$ cat src/rtl/alu_sched_pkg.sv
// rtl/alu_sched_pkg.sv - shared types and constants for the ALU round-robin scheduler
package alu_sched_pkg;

  localparam int DEFAULT_WIDTH = 32;

  typedef enum logic {
    ALU_ADD = 1'b0,
    ALU_SUB = 1'b1
  } alu_op_e;

  typedef enum logic {
    S_EMPTY,
    S_FULL
  } sched_state_e;

endpackage

$ cat src/rtl/alu_addsub.sv
// rtl/alu_addsub.sv - combinational two's-complement add/subtract unit
module alu_addsub
  import alu_sched_pkg::*;
#(
  parameter int WIDTH = DEFAULT_WIDTH
) (
  input  logic [WIDTH-1:0] a_i,
  input  logic [WIDTH-1:0] b_i,
  input  alu_op_e          op_i,
  output logic [WIDTH-1:0] z_o
);

  // Result wraps modulo 2^WIDTH; carry and borrow are intentionally dropped
  always_comb begin
    z_o = (op_i == ALU_SUB) ? (a_i - b_i) : (a_i + b_i);
  end

endmodule

$ cat src/rtl/alu_rr_sched.sv
// rtl/alu_rr_sched.sv - round-robin scheduler sharing one add/sub ALU among requesters
module alu_rr_sched
  import alu_sched_pkg::*;
#(
  parameter int  NUM_REQ = 4,
  parameter int  WIDTH   = DEFAULT_WIDTH,
  localparam int ID_W    = $clog2(NUM_REQ)
) (
  input  logic                     clk,
  input  logic                     rst,
  input  logic [NUM_REQ-1:0]       req_valid,
  output logic [NUM_REQ-1:0]       req_ready,
  input  logic [NUM_REQ*WIDTH-1:0] req_a,
  input  logic [NUM_REQ*WIDTH-1:0] req_b,
  input  logic [NUM_REQ-1:0]       req_op,
  output logic                     rsp_valid,
  input  logic                     rsp_ready,
  output logic [ID_W-1:0]          rsp_id,
  output logic [WIDTH-1:0]         rsp_z,
  output logic [15:0]              op_count
);

  sched_state_e    state_q, state_d;
  logic [ID_W-1:0] rr_ptr_q, rr_ptr_d;
  logic [ID_W-1:0] rsp_id_q, rsp_id_d;
  logic [WIDTH-1:0] rsp_z_q, rsp_z_d;
  logic [15:0]     op_count_q, op_count_d;

  logic            slot_free;
  logic            grant_found;
  logic            accept;
  logic [ID_W-1:0] grant_idx;
  logic [ID_W-1:0] cand;

  logic [WIDTH-1:0] alu_a, alu_b, alu_z;
  alu_op_e          alu_op;

  assign rsp_valid = (state_q == S_FULL);
  assign slot_free = !rsp_valid || rsp_ready;
  assign accept    = |req_ready;

  // Search from the slot after the last winner so idle cycles never reorder priority
  always_comb begin
    grant_found = 1'b0;
    grant_idx   = '0;
    cand        = '0;
    for (int k = 1; k <= NUM_REQ; k++) begin
      cand = ID_W'((int'(rr_ptr_q) + k) % NUM_REQ);
      if (!grant_found && req_valid[cand]) begin
        grant_found = 1'b1;
        grant_idx   = cand;
      end
    end
    req_ready = '0;
    if (slot_free && grant_found && !rst) begin
      req_ready[grant_idx] = 1'b1;
    end
  end

  assign alu_a  = req_a[int'(grant_idx)*WIDTH +: WIDTH];
  assign alu_b  = req_b[int'(grant_idx)*WIDTH +: WIDTH];
  assign alu_op = alu_op_e'(req_op[grant_idx]);

  alu_addsub #(
    .WIDTH(WIDTH)
  ) u_alu (
    .a_i (alu_a),
    .b_i (alu_b),
    .op_i(alu_op),
    .z_o (alu_z)
  );

  // Response slot FSM plus capture of the granted result, pointer and counter
  always_comb begin
    state_d    = state_q;
    rr_ptr_d   = rr_ptr_q;
    rsp_id_d   = rsp_id_q;
    rsp_z_d    = rsp_z_q;
    op_count_d = op_count_q;
    case (state_q)
      S_EMPTY: if (accept) state_d = S_FULL;
      S_FULL:  if (!accept && rsp_ready) state_d = S_EMPTY;
      default: state_d = S_EMPTY;
    endcase
    if (accept) begin
      rr_ptr_d   = grant_idx;
      rsp_id_d   = grant_idx;
      rsp_z_d    = alu_z;
      op_count_d = op_count_q + 16'd1;
    end
  end

  // State register; pointer resets to the last index so requester 0 wins first
  always_ff @(posedge clk or posedge rst) begin
    if (rst) begin
      state_q    <= S_EMPTY;
      rr_ptr_q   <= ID_W'(NUM_REQ - 1);
      rsp_id_q   <= '0;
      rsp_z_q    <= '0;
      op_count_q <= '0;
    end else begin
      state_q    <= state_d;
      rr_ptr_q   <= rr_ptr_d;
      rsp_id_q   <= rsp_id_d;
      rsp_z_q    <= rsp_z_d;
      op_count_q <= op_count_d;
    end
  end

  assign rsp_id   = rsp_id_q;
  assign rsp_z    = rsp_z_q;
  assign op_count = op_count_q;

endmodule

$ cat config.mk
export PLATFORM = sky130hd
export DESIGN_NAME = alu_rr_sched
export DESIGN_NICKNAME = d
export VERILOG_FILES = /design/src/rtl/alu_sched_pkg.sv /design/src/rtl/alu_addsub.sv /design/src/rtl/alu_rr_sched.sv
export SDC_FILE = /design/constraint.sdc
export NUM_CORES = 1
export LEC_CHECK = 0
export CELL_PAD_IN_SITES_DETAIL_PLACEMENT = 0
export CELL_PAD_IN_SITES_GLOBAL_PLACEMENT = 1
export CORE_MARGIN = 1
export CORE_UTILIZATION = 29
export DETAILED_ROUTE_END_ITERATION = 8
export GPL_ROUTABILITY_DRIVEN = 1
export PLACE_DENSITY = 0.82
export SLEW_MARGIN = 40
export SYNTH_ARGS = -nofsm -noshare
export SYNTH_HDL_FRONTEND = slang
export SYNTH_SLANG_ARGS = --single-unit
$ cat constraint.sdc
create_clock -name clk -period 7.3 [get_ports clk]
set_input_delay 1.825 -clock clk [delete_from_list [all_inputs] [get_ports clk]]
set_output_delay 1.825 -clock clk [all_outputs]
set_load 0.05 [all_outputs]
* Word-level counts from Yosys, hierarchy flattened
Index checks and enable logic that the tools add are counted.
Operators by class: add/subtract/negate cells 7, $lt $le $gt $ge 6, bitwise gates (word level) 1, muxes and demuxes 25, shift operators 2, reduce and logical (&&, ||, !) cells 15
Operator list (count):
- $shiftx 128x8->32 | 2
- $add 32x32->32 | 1
- $mux 32 | 1
- $sub 32x32->32 | 1
- $add 16x1->16 const B | 1
- $lt 2x3->1 const B | 5
- $mux 1 | 12
- $bmux 1 s2 | 5
- $mux 2 | 4
- $logic_and 1x1->1 | 7
- $logic_not 1->1 | 6
- $add 2x1->2 const B | 2
- $add 2x2->2 const B | 2
- $mux 4 | 1
- $reduce_or 4->1 | 1
- $demux 1 s2 | 1
- $ge 2x1->1 const B | 1
- $pmux 1 s2 | 1
- $logic_or 1x1->1 | 1
- $not 1->1 | 1
Word-level totals: input bits 267, register bits 53

* Longest topological paths before layout
word-level depth 23, gate-level depth with buffers 26

* Hierarchy
From an unflattened synthesis, not the netlist that was laid out.
Unflattened totals: cell total of the unflattened synthesis 975, area total of the unflattened synthesis 6760.2 sq um
By module, submodules not included:
- alu_rr_sched | instances 1, seq. area each 1328.8 sq um, area an instance 4361.7 sq um, cells each 619
- alu_addsub | instances 1, seq. area each 0.0 sq um, area an instance 2398.6 sq um, cells each 356

* Least setup slack after synthesis
No wires, ideal clock.
path kind input-to-reg, start input req_valid[3], end register rsp_z_q[31] (netlist: rsp_z[31]), stages on the path 21, slack 0.493 ns, arrival 6.742 ns, data required time 7.235 ns, path buffers 2, setup time 0.065 ns, cell sequence nor2b_4 o21a_1 buf_4 nor3_4 mux4_2 nor4_4 nand4_2 or2_0 clkbuf_1 o21ai_0 xor2_1 ha_1 a21o_1 a22o_1 o41a_1 a21oi_1 a31oi_1 o41ai_1 xnor2_1 a2111oi_1 a211o_1
Between the ends: cells in the longest elaborated chain, start to end 18
Ends and longest elaborated chain:
- start, declared | RTL line alu_rr_sched.sv:11 | input logic [NUM_REQ-1:0] req_valid,
- parallel branches: the longest is 18 deep, another holds $bmux 1 s2
- end signal, assigned | RTL line alu_rr_sched.sv:105 | rsp_z_q <= rsp_z_d;
- end, declared | RTL line alu_rr_sched.sv:26 | logic [WIDTH-1:0] rsp_z_q, rsp_z_d;
Parallel ways; which one is timed is not known. The select of a mux whose other input is x is not followed. A chain may end at the register's enable or synchronous reset.

* Worst setup path in the final report
start input req_valid[1], end register rsp_z_q[31] (netlist: rsp_z[31])
The elaborated chain is that of the path after synthesis.

==> run metrics <==
outcome=complete, no violations; post-DR wirelength/cell=17.3 µm; Skew-Pair Late Insertion Delay=310 ps; die area=about 23000 µm²; final hold slack=around 480 ps; clk sinks=53; layout cells sized above 1=11.8%; worst min-delay path category=reg2reg; internal power=2.15 mW; CTS tree=built; drt first pass iters=5; CP Class=in2reg; clk_skew=4.82 ps; FMAX=145 MHz; Synthesis Warnings=0; post-synthesis sequential area ratio=20.8%; Rows=between 50 and 60; syn avg cell area=7.65 µm²; Final Slew Violations=0; cell family with most CP delay=compound AO/OA/AOI/OAI gates; Via density=5.03; worst slew pin tran=661 ps; final instance area=around 11000 µm²; period utilization=94.6%; endpoints failing setup=0; Mapped Nets=between 1000 and 1500; Bufs and invs on worst path=4; relative slew slack=55.9%; asr flop ratio synth=between 90% and 100%; Hold-fix buffers, CTS=0; gr busiest metal=met2; Ant. Diodes=0; Final Core Density=48.8%; pwr dens=410 nW/µm²; grt ovf=0; #FFs+latches synth=53; Core Area=21800 µm²; Remaining DRCs=0; CP peak stage delay=560 ps; Tot Pwr=between 4 and 5 mW; CP cell instances=clkdlybuf4s50_1 > nor2b_1 > o21a_1 > nor3_4 > buf_12 > buf_4 > mux4_2 > buf_4 > or4_1 > nor2_1 > a21oi_1 > xor2_1 > ha_1 > a21o_1 > a22o_1 > o41a_1 > a21oi_1 > a31oi_1 > o41ai_2 > xnor2_1 > a2111oi_1 > a211o_1; RSZ-0062 raised after global routing=no; worst-path fanout max=11; H-tree level count=2; placed cells=1479; NetSw=approximately 2.2 mW; synth top area cells=dfrtp_1 (20%), nand2_1 (13%), ha_1 (6.3%); drt total wl=25700 µm; Post-synth EDFFs=0; Final #Nets=1506; pre-CTS WS=-33.2 ps; Tot GR Track Use=22.8%; Final WS setup=around 390 ps; fin crit period=slightly below 7000 ps; TritonCTS Buffers=5; crit path max-delay cell type=mux4_2; Multi-input gate area=4800 µm²; largest net degree at the start of global routing=64; synth unique cells=between 70 and 80; global routing usage on met2=39.8%; routed via count=7475; Clock power frac=between 5 and 6%; io pins=about 320; Clock transition at path regs=around 80 ps; DP Wirelength=between 20000 and 25000 µm; Area growth syn-to-layout=65.8%; Synth Cell Area=6400 µm²; non-filler cells, final=1487; Post-Synthesis Cells=837; Starting Density=29.4%; clock buffer depth=2; Setup crit start kind=primary input; filler cell count in the final layout=2175; max cap viols=0; worst vdd ir=0.165 mV; Reg power frac=11.2%; grt met3 use=3.52%; ys flop type=dfrtp_1; Logic pwr share=slightly above 80%; routability cong.=0.920; top-area cell type share of the netlist area=19.9%; initial antenna violation count=0; top cell type by total area after synthesis=dfrtp_1; met1 Use GR=29.3%; cell area after placement=approximately 10000 µm²; sw frac=between 50% and 60%; register area=1330 µm²; Data required, critical path=7550 ps; setup TNS=0 ps; Clk Tree Root Cell=clkbuf_16; die width=around 150 µm; CP Capture Type=register; Hold Vio Cnt, Final=0; Initial DRC Count=389; PortBufs=around 320; vias in the first global route=between 7000 and 8000; Arr. time, crit path=7160 ps; Leakage=~4.6 nW; first-pass GRT wire length=39600 µm; chip height=151 µm; Routed Antenna Nets=0
layout make-up:
class	count	share of cell area (%)
Multi-Input combinational cell	713	45.2
Timing Repair Buffer	411	36.8
Sequential cell	53	12.5
Tap cell	280	3.30
Clock buffer	5	1.18
Inverter	22	0.778
Clock inverter	3	0.247
layout by cell type (no fill, tap or decap), types with 4 or more instances in the layout:
| master | netlist | layout |
|---|---|---|
| and2_1 | 5 | 5 |
| or2_2 | 6 | 6 |
| buf_4 | 1 | 88 |
| o31ai_1 | 10 | 10 |
| a211oi_1 | 7 | 7 |
| mux2_2 | 8 | 8 |
| and4_1 | 4 | 4 |
| nand4_1 | 9 | 9 |
| inv_1 | 22 | 21 |
| o211ai_1 | 7 | 7 |
| o31a_1 | 8 | 8 |
| a31oi_1 | 36 | 36 |
| o21a_1 | 12 | 12 |
| xor2_1 | 36 | 36 |
| a21oi_1 | 35 | 35 |
| nor2_1 | 28 | 28 |
| nand3_1 | 22 | 21 |
| nand2b_1 | 10 | 10 |
| o21ai_0 | 43 | 43 |
| clkbuf_16 | 0 | 5 |
| a21o_1 | 14 | 14 |
| mux4_2 | 14 | 14 |
| xnor2_1 | 30 | 30 |
| and3_1 | 39 | 39 |
| dfrtp_1 | 51 | 51 |
| clkdlybuf4s50_1 | 0 | 321 |
| ha_1 | 32 | 32 |
| nor3_1 | 10 | 10 |
| mux2i_1 | 20 | 20 |
| nand2_1 | 218 | 217 |
worst register-to-register path, cell delays in order (launching register included):
cell and delay (ps):
dfstp_2 610, nor2b_4 60, o21a_1 220, nor3_4 230, buf_12 160, buf_4 180
mux4_2 560, buf_4 160, or4_1 460, nor2_1 150, a21oi_1 100, xor2_1 150
ha_1 300, a21o_1 200, a22o_1 220, o41a_1 340, a21oi_1 190, a31oi_1 180
o41ai_2 260, xnor2_1 130, a2111oi_1 370, a211o_1 150
Yosys cell counts (22+ instances only):
cell and instances:
dfrtp_1 51, inv_1 22, clkbuf_1 33, o21ai_0 43, nor2_1 28, a31oi_1 36
xor2_1 36, nand2_1 218, and3_1 39, ha_1 32, nand3_1 22, xnor2_1 30
a21oi_1 35
repair_timing:
action,CTS,global route
resized for setup,0,2
buffers inserted,0,0
endpoints found under the setup margin,0,1
flip-flops by register name, indices dropped and copies added, names as in the netlist:
signal     cells
rr_ptr_q       2
rsp_id         2
rsp_z         32
op_count      16
rsp_valid      1
final timing paths:
check / to / from / cells past startpoint / slack [ps]
max: rsp_z[31] / req_valid[1] / 22 / 390
min: op_count[15] / op_count[15] / 1 / 480
max reg2reg: rsp_z[31] / rr_ptr_q[0] / 21 / 1860
min reg2reg: op_count[15] / op_count[15] / 1 / 480
max in group asynchronous: rsp_z[7] / rst / 3 / 4890
min in group asynchronous: rsp_z[4] / rst / 3 / 1970
power by group through the flow:
stage                     registers [mW]  logic, mW  clock network, mW
after floorplan                    0.845       1.95                  0
after global placement             0.493       3.55                  0
after detailed placement           0.497       3.58                  0
after CTS                          0.492       3.60              0.265
after global routing               0.507       3.95              0.279
final                              0.489       3.60              0.257
layer usage:
layer | part of all wire (%) | wire length, µm
met5 | 0 | 0
met4 | 1.7 | 437
met1 | 44 | 11300
met3 | 5.2 | 1340
met2 | 49 | 12600
cells by family after synthesis:
family | share of synthesized area, %
xor+xnor | 9.03
mux | 10.7
compound gates | 20.7
flops | 20.8
simple gates | 27.3
buf+inv | 4.96
fa+ha+maj | 6.57
Power figures use the tool's default switching activity.
